<file path="src/rtl/obj_line_scanner.sv">
// obj_line_scanner
// Walks the object RAM once per scanline and emits a descriptor for every
// entry whose vertical extent covers the requested line.
//
// state | meaning
// ------+------------------------------------------------------------
// IDLE  | waiting for start_i; obj_addr_o holds its last value
// FETCH | obj_addr_o = idx, RAM read in flight
// EVAL  | obj_q64_i holds entry idx; test end-of-list and extent
// EMIT  | descriptor presented, waiting for out_ready_i
// DONE  | one-cycle done_o pulse
//
// Ports:
//   clk_i, reset_i          clock, synchronous active-high reset
//   start_i, line_i         scan request and target line
//   obj_addr_o, obj_q64_i   RAM wide read port (1-cycle latency)
//   out_valid_o/out_ready_i descriptor handshake, out_* descriptor fields
//   busy_o, done_o          scan in progress / scan finished pulse
//   overflow_o              last scan stopped at MAX_HITS
module obj_line_scanner #(
   parameter int NUM_OBJ  = 512,
   parameter int MAX_HITS = 32
) (
   input  logic        clk_i,
   input  logic        reset_i,
   input  logic        start_i,
   input  logic [8:0]  line_i,
   output logic [8:0]  obj_addr_o,
   input  logic [63:0] obj_q64_i,
   output logic        out_valid_o,
   input  logic        out_ready_i,
   output logic [15:0] out_code_o,
   output logic [9:0]  out_x_o,
   output logic [6:0]  out_row_o,
   output logic [1:0]  out_wsel_o,
   output logic [6:0]  out_color_o,
   output logic        out_prio_o,
   output logic        out_flipx_o,
   output logic [8:0]  out_index_o,
   output logic        busy_o,
   output logic        done_o,
   output logic        overflow_o
);

   typedef enum logic [2:0] {IDLE, FETCH, EVAL, EMIT, DONE} state_t;

   typedef struct packed {
      logic [15:0] code;
      logic [9:0]  x;
      logic [6:0]  row;
      logic [1:0]  wsel;
      logic [6:0]  color;
      logic        prio;
      logic        flipx;
      logic [8:0]  index;
   } desc_t;

   state_t      state_q, state_d;
   logic [8:0]  line_q, line_d;
   logic [9:0]  idx_q, idx_d;
   logic [9:0]  hits_q, hits_d;
   logic [8:0]  addr_q, addr_d;
   logic        ovf_q, ovf_d;
   logic        valid_q, valid_d;
   desc_t       desc_q, desc_d;

   logic [8:0]  ent_y;
   logic [1:0]  ent_hsel;
   logic        ent_eol;
   logic        ent_flipy;
   logic [8:0]  ent_h;
   logic [8:0]  ent_r;
   logic [8:0]  ent_row;
   logic        ent_hit;
   logic [9:0]  idx_inc;
   logic [9:0]  hits_inc;
   logic        unused_bits;

   assign ent_y     = obj_q64_i[8:0];
   assign ent_hsel  = obj_q64_i[10:9];
   assign ent_eol   = obj_q64_i[15];
   assign ent_flipy = obj_q64_i[41];
   assign ent_h     = 9'd16 << ent_hsel;
   // Modulo-512 subtraction handles objects wrapping past the bottom line.
   assign ent_r     = line_q - ent_y;
   assign ent_hit   = ent_r < ent_h;
   assign ent_row   = ent_flipy ? (ent_h - 9'd1 - ent_r) : ent_r;
   assign idx_inc   = idx_q + 10'd1;
   assign hits_inc  = hits_q + 10'd1;

   assign unused_bits = ^{obj_q64_i[14:13], obj_q64_i[47:42], obj_q64_i[63:58]};

   always_comb begin
      state_d = state_q;
      line_d  = line_q;
      idx_d   = idx_q;
      hits_d  = hits_q;
      addr_d  = addr_q;
      ovf_d   = ovf_q;
      valid_d = valid_q;
      desc_d  = desc_q;
      case (state_q)
         IDLE: begin
            if (start_i) begin
               line_d  = line_i;
               idx_d   = '0;
               hits_d  = '0;
               ovf_d   = 1'b0;
               addr_d  = '0;
               state_d = FETCH;
            end
         end
         FETCH: state_d = EVAL;
         EVAL: begin
            if (ent_eol) begin
               state_d = DONE;
            end else if (ent_hit) begin
               desc_d.code  = obj_q64_i[31:16];
               desc_d.x     = obj_q64_i[57:48];
               desc_d.row   = ent_row[6:0];
               desc_d.wsel  = obj_q64_i[12:11];
               desc_d.color = obj_q64_i[38:32];
               desc_d.prio  = obj_q64_i[39];
               desc_d.flipx = obj_q64_i[40];
               desc_d.index = idx_q[8:0];
               valid_d      = 1'b1;
               state_d      = EMIT;
            end else begin
               idx_d = idx_inc;
               if (idx_inc == 10'(NUM_OBJ)) begin
                  state_d = DONE;
               end else begin
                  addr_d  = idx_inc[8:0];
                  state_d = FETCH;
               end
            end
         end
         EMIT: begin
            if (out_ready_i) begin
               valid_d = 1'b0;
               hits_d  = hits_inc;
               idx_d   = idx_inc;
               // Hit limit takes precedence so a full final entry still flags overflow.
               if (hits_inc == 10'(MAX_HITS)) begin
                  ovf_d   = 1'b1;
                  state_d = DONE;
               end else if (idx_inc == 10'(NUM_OBJ)) begin
                  state_d = DONE;
               end else begin
                  addr_d  = idx_inc[8:0];
                  state_d = FETCH;
               end
            end
         end
         DONE: state_d = IDLE;
         default: state_d = IDLE;
      endcase
   end

   always_ff @(posedge clk_i) begin
      if (reset_i) begin
         state_q <= IDLE;
         line_q  <= '0;
         idx_q   <= '0;
         hits_q  <= '0;
         addr_q  <= '0;
         ovf_q   <= 1'b0;
         valid_q <= 1'b0;
         desc_q  <= '0;
      end else begin
         state_q <= state_d;
         line_q  <= line_d;
         idx_q   <= idx_d;
         hits_q  <= hits_d;
         addr_q  <= addr_d;
         ovf_q   <= ovf_d;
         valid_q <= valid_d;
         desc_q  <= desc_d;
      end
   end

   assign obj_addr_o  = addr_q;
   assign out_valid_o = valid_q;
   assign out_code_o  = desc_q.code;
   assign out_x_o     = desc_q.x;
   assign out_row_o   = desc_q.row;
   assign out_wsel_o  = desc_q.wsel;
   assign out_color_o = desc_q.color;
   assign out_prio_o  = desc_q.prio;
   assign out_flipx_o = desc_q.flipx;
   assign out_index_o = desc_q.index;
   assign busy_o      = (state_q != IDLE);
   assign done_o      = (state_q == DONE);
   assign overflow_o  = ovf_q;

endmodule

</file>
<file path="config.mk">
export PLATFORM = sky130hd
export DESIGN_NAME = obj_line_scanner
export DESIGN_NICKNAME = d
export VERILOG_FILES = /design/src/rtl/obj_line_scanner.sv
export SDC_FILE = /design/constraint.sdc
export NUM_CORES = 1
export LEC_CHECK = 0
export CELL_PAD_IN_SITES_DETAIL_PLACEMENT = 1
export CELL_PAD_IN_SITES_GLOBAL_PLACEMENT = 1
export CORE_MARGIN = 2
export CORE_UTILIZATION = 30
export CTS_CLUSTER_DIAMETER = 30
export DETAILED_ROUTE_END_ITERATION = 6
export PLACE_DENSITY = 0.76
export SLEW_MARGIN = 10
export SYNTH_ARGS = -nofsm -noshare
export SYNTH_HDL_FRONTEND = slang
export SYNTH_SLANG_ARGS = --single-unit
</file>
<file path="constraint.sdc">
create_clock -name clk_i -period 3.7 [get_ports clk_i]
set_clock_uncertainty 0.1 [all_clocks]
set_input_delay 0.37 -clock clk_i [delete_from_list [all_inputs] [get_ports clk_i]]
set_output_delay 0.37 -clock clk_i [all_outputs]
set_load 0.01 [all_outputs]
</file>
==> impl_metrics.json <==
{
  "final-max-slew-violation-count": 0,
  "routed-via-count": 4359,
  "post-route-drc-count": 0,
  "holdBufCountCts": 0,
  "power_report.internal_total_w": 0.00184,
  "viasPerCell": 4.80,
  "critPathRequiredTime_ns": 3.83,
  "synth_nets": 640,
  "dpl.hpwl_um": 10000,
  "clock.fmax_mhz": 280,
  "crit_path_start_kind": "input port",
  "rows": 46,
  "postRouteWirelength_um": 14200,
  "grt_antenna_before_repair": 0,
  "rr_startpoint": "line_q[4]",
  "synth-seq-area-share": 0.395,
  "synth-edff-count": 0,
  "pwr_density_cell_nw_per_um2": 356,
  "hp-class": "reg -> reg",
  "hold_ws_ns": 0.366,
  "gr-usage-all-layers": 0.158,
  "drt_first_iter_violations": 133,
  "cts-htree-levels": 3,
  "clkLatencyLatePin_ns": 0.35,
  "worstSetupEndpointType": "register",
  "share_comb_of_total_power": 0.178,
  "layout-area-overhead-vs-synth_pct": 44.1,
  "dieWidth_um": 131,
  "synthCells": 546,
  "run_status": "finished, final reports clean",
  "hold_violations": 0,
  "input_output_buffers": 128,
  "setup_slack_placement_ns": -0.483,
  "ff2ff_setup_slack_ns": 0.19,
  "dpl.cell_count": 881,
  "syn-cell-area_um2": 4860,
  "final.min_clock_period_ns": 3.57,
  "final_cells": 908,
  "floorplan.die.height_um": 131,
  "synth_area_per_cell_um2": 8.91,
  "core_um2": 15900,
  "antenna_left": 0,
  "setup_viol_count_final": 0,
  "vdd_ir_drop_max_mv": 0.217,
  "utilization": 0.441,
  "io_pins": 143,
  "synth_cell_types": 63,
  "initial_core_util": 0.306,
  "yosys_most_used_dff": "sky130_fd_sc_hd__dfxtp_1",
  "synth-async-reset-ratio": 0,
  "place_congestion": 0.812,
  "fill_cells": 1833,
  "cts.sinks": 96,
  "total_die_area_um2": 17200,
  "ant_cells": 0,
  "cts_tree": "built",
  "crit_arrival_ns": 3.71,
  "drv_cap": 0,
  "wire_per_inst_um": 15.6,
  "grt_start_max_net_pins": 50,
  "cts_buffers": 9,
  "grt_pass1_vias": 4480,
  "static-leakage-power_nw": 3.08,
  "power.share.sequential": 0.426,
  "setup.worst_path.class": "in -> reg",
  "worst_setup_hold_path_clk_slew_ns": 0.07,
  "hold_start": "line_q[0]",
  "timing.max_slew.rel_slack": 0.409,
  "global_route.overflow_total": 0,
  "fin_crit_sh": 0.965,
  "power.share.switching": 0.264,
  "synth_seq_cells": 96,
  "least_margin_pin_slew_ns": 0.886,
  "r2r.worst_path.cells": 16,
  "hold_depth": 2,
  "clockBufferDepth": 2,
  "crit_path_max_fanout": 12,
  "power.switching_w": 0.000658,
  "critical_path.startpoint": "obj_q64_i[0]",
  "clock_power_share": 0.396,
  "final_layout_size_suffix_gt1_frac": 0.134,
  "yosys_synthesis_warning_count": 0,
  "p_total_w": 0.00249,
  "net_total_in_the_final_layout": 781,
  "cts_root_buffer": "sky130_fd_sc_hd__clkbuf_16",
  "grt_first_pass_wirelength_um": 22400,
  "drtPass1Iterations": 4,
  "setup_ws_ns": 0.129
}
-- registers in the layout, indices dropped and copies added, names as in the netlist, 2 cells and up --
name / cells
obj_addr_o: 9
out_code_o: 16
hits_q: 10
out_color_o: 7
out_row_o: 7
state_q: 3
out_x_o: 10
line_q: 9
out_index_o: 9
out_wsel_o: 2
idx_q: 10
-- critical path, cell delays in order --
cell and delay (ns):
sky130_fd_sc_hd__clkdlybuf4s50_1 0.46, sky130_fd_sc_hd__ha_1 0.16, sky130_fd_sc_hd__inv_1 0.06, sky130_fd_sc_hd__fa_2 0.37, sky130_fd_sc_hd__a21o_1 0.17, sky130_fd_sc_hd__a21oi_1 0.17
sky130_fd_sc_hd__xor2_1 0.20, sky130_fd_sc_hd__inv_1 0.06, sky130_fd_sc_hd__ha_1 0.34, sky130_fd_sc_hd__nor2_4 0.12, sky130_fd_sc_hd__nor3_2 0.04, sky130_fd_sc_hd__a21o_2 0.24
sky130_fd_sc_hd__a211o_4 0.37, sky130_fd_sc_hd__buf_8 0.14, sky130_fd_sc_hd__clkbuf_16 0.18, sky130_fd_sc_hd__mux2i_1 0.18, sky130_fd_sc_hd__nor2_1 0.06
-- timing repair --
action                                  4_1_cts  5_1_grt
resized for setup                             7       25
pin swaps                                     3       12
endpoints found under the setup margin       71       71
cloned                                        0        5
buffers inserted                              0        6
-- metal layers --
metal  vias up  GRT usage  part of all wire
met5         -          0                 0
met4         0     0.0610             0.019
met3        17     0.0293             0.031
met2        91      0.272              0.49
met1      2097      0.197              0.46
li1       2154          -                 -
-- logic make-up (layout without fill, tap and decap cells) --
logic type	count (synthesis)	in the layout	share of synthesized area
mux	65	65	0.137
compound gates	86	86	0.119
fa+ha+maj	17	17	0.0453
buf+inv	54	200	0.0628
xor+xnor	21	21	0.0378
simple gates	207	207	0.202
flops	96	96	0.395
-- cell type report --
cell class / instances / area, um2 / area share
Timing Repair Buffer: 167 / 1710 / 0.244
Sequential cell: 96 / 1920 / 0.275
Multi-Input combinational cell: 396 / 2720 / 0.389
Clock buffer: 10 / 239 / 0.0341
Inverter: 17 / 63.8 / 0.00911
Clock inverter: 6 / 73.8 / 0.0105
Tap cell: 216 / 270 / 0.0386
-- cells in the mapped netlist (all sizes together) (4+ instances only) --
cell type,n,share of area
nor4,4,0.0051
nand2,51,0.043
xor2,11,0.020
nand4,4,0.0051
dfxtp,96,0.40
a21oi,24,0.025
and3,5,0.0067
nand2b,11,0.014
inv,17,0.013
buf,18,0.031
ha,16,0.041
or3,5,0.0064
xnor2,10,0.018
nand3,7,0.0082
nand3b,4,0.0062
clkbuf,18,0.016
a211oi,5,0.012
mux2i,60,0.12
o21ai,20,0.021
nor2b,7,0.0090
nor2,84,0.065
nor3,11,0.011
and2,4,0.0051
a311oi,6,0.011
mux2,5,0.014
-- through the flow --
stage	instance area [um2]	TNS, ns
after floorplan	4860	0
after global placement	6420	-21.62
after detailed placement	6420	-31.19
after CTS	6770	0
after global routing	7000	-0.329
final	7000	0
-- power groups by stage --
stage               combinational (W)  sequential, W  clock (W)
floorplan                    0.000221        0.00108          0
global placement             0.000389        0.00108          0
detailed placement           0.000401        0.00109          0
CTS                          0.000415        0.00106    0.00102
global route                 0.000485        0.00106    0.00107
finish                       0.000444        0.00106   0.000988
-- worst paths after layout --
path,to
setup reg to reg,out_x_o[8]
hold reg to reg,line_q[0]
hold / removal,line_q[0]
setup / recovery,out_x_o[8]
-- cells in the final DEF, fill, tap and decap left out, types with 3 or more instances in the layout --
| cell type | Yosys | layout |
|---|---|---|
| sky130_fd_sc_hd__nand4_1 | 4 | 4 |
| sky130_fd_sc_hd__a21oi_1 | 24 | 22 |
| sky130_fd_sc_hd__or3_1 | 5 | 5 |
| sky130_fd_sc_hd__nand2b_1 | 11 | 11 |
| sky130_fd_sc_hd__a311oi_1 | 6 | 5 |
| sky130_fd_sc_hd__nor4_1 | 4 | 4 |
| sky130_fd_sc_hd__a211oi_2 | 2 | 3 |
| sky130_fd_sc_hd__and2b_1 | 3 | 3 |
| sky130_fd_sc_hd__nand3_1 | 6 | 6 |
| sky130_fd_sc_hd__and3_1 | 4 | 4 |
| sky130_fd_sc_hd__xor2_1 | 11 | 11 |
| sky130_fd_sc_hd__mux2i_1 | 60 | 59 |
| sky130_fd_sc_hd__inv_1 | 16 | 13 |
| sky130_fd_sc_hd__dlymetal6s2s_1 | 1 | 3 |
| sky130_fd_sc_hd__a31oi_1 | 3 | 3 |
| sky130_fd_sc_hd__o21a_1 | 3 | 3 |
| sky130_fd_sc_hd__clkdlybuf4s50_1 | 0 | 124 |
| sky130_fd_sc_hd__nand3b_1 | 4 | 4 |
| sky130_fd_sc_hd__and2_1 | 4 | 3 |
| sky130_fd_sc_hd__nor2_1 | 84 | 83 |
| sky130_fd_sc_hd__buf_12 | 0 | 3 |
| sky130_fd_sc_hd__mux2_4 | 3 | 3 |
| sky130_fd_sc_hd__clkbuf_16 | 0 | 13 |
| sky130_fd_sc_hd__nor3_1 | 11 | 10 |
| sky130_fd_sc_hd__nand2_1 | 50 | 50 |
| sky130_fd_sc_hd__xnor2_1 | 10 | 10 |
| sky130_fd_sc_hd__dfxtp_1 | 96 | 95 |
| sky130_fd_sc_hd__inv_2 | 1 | 4 |
| sky130_fd_sc_hd__o21ai_0 | 20 | 18 |
| sky130_fd_sc_hd__nor2b_1 | 7 | 7 |
| sky130_fd_sc_hd__or2_2 | 3 | 3 |
| sky130_fd_sc_hd__buf_4 | 2 | 26 |
| sky130_fd_sc_hd__buf_6 | 9 | 5 |
| sky130_fd_sc_hd__ha_1 | 16 | 14 |
No activity file was read; power rests on OpenSTA's default activity.
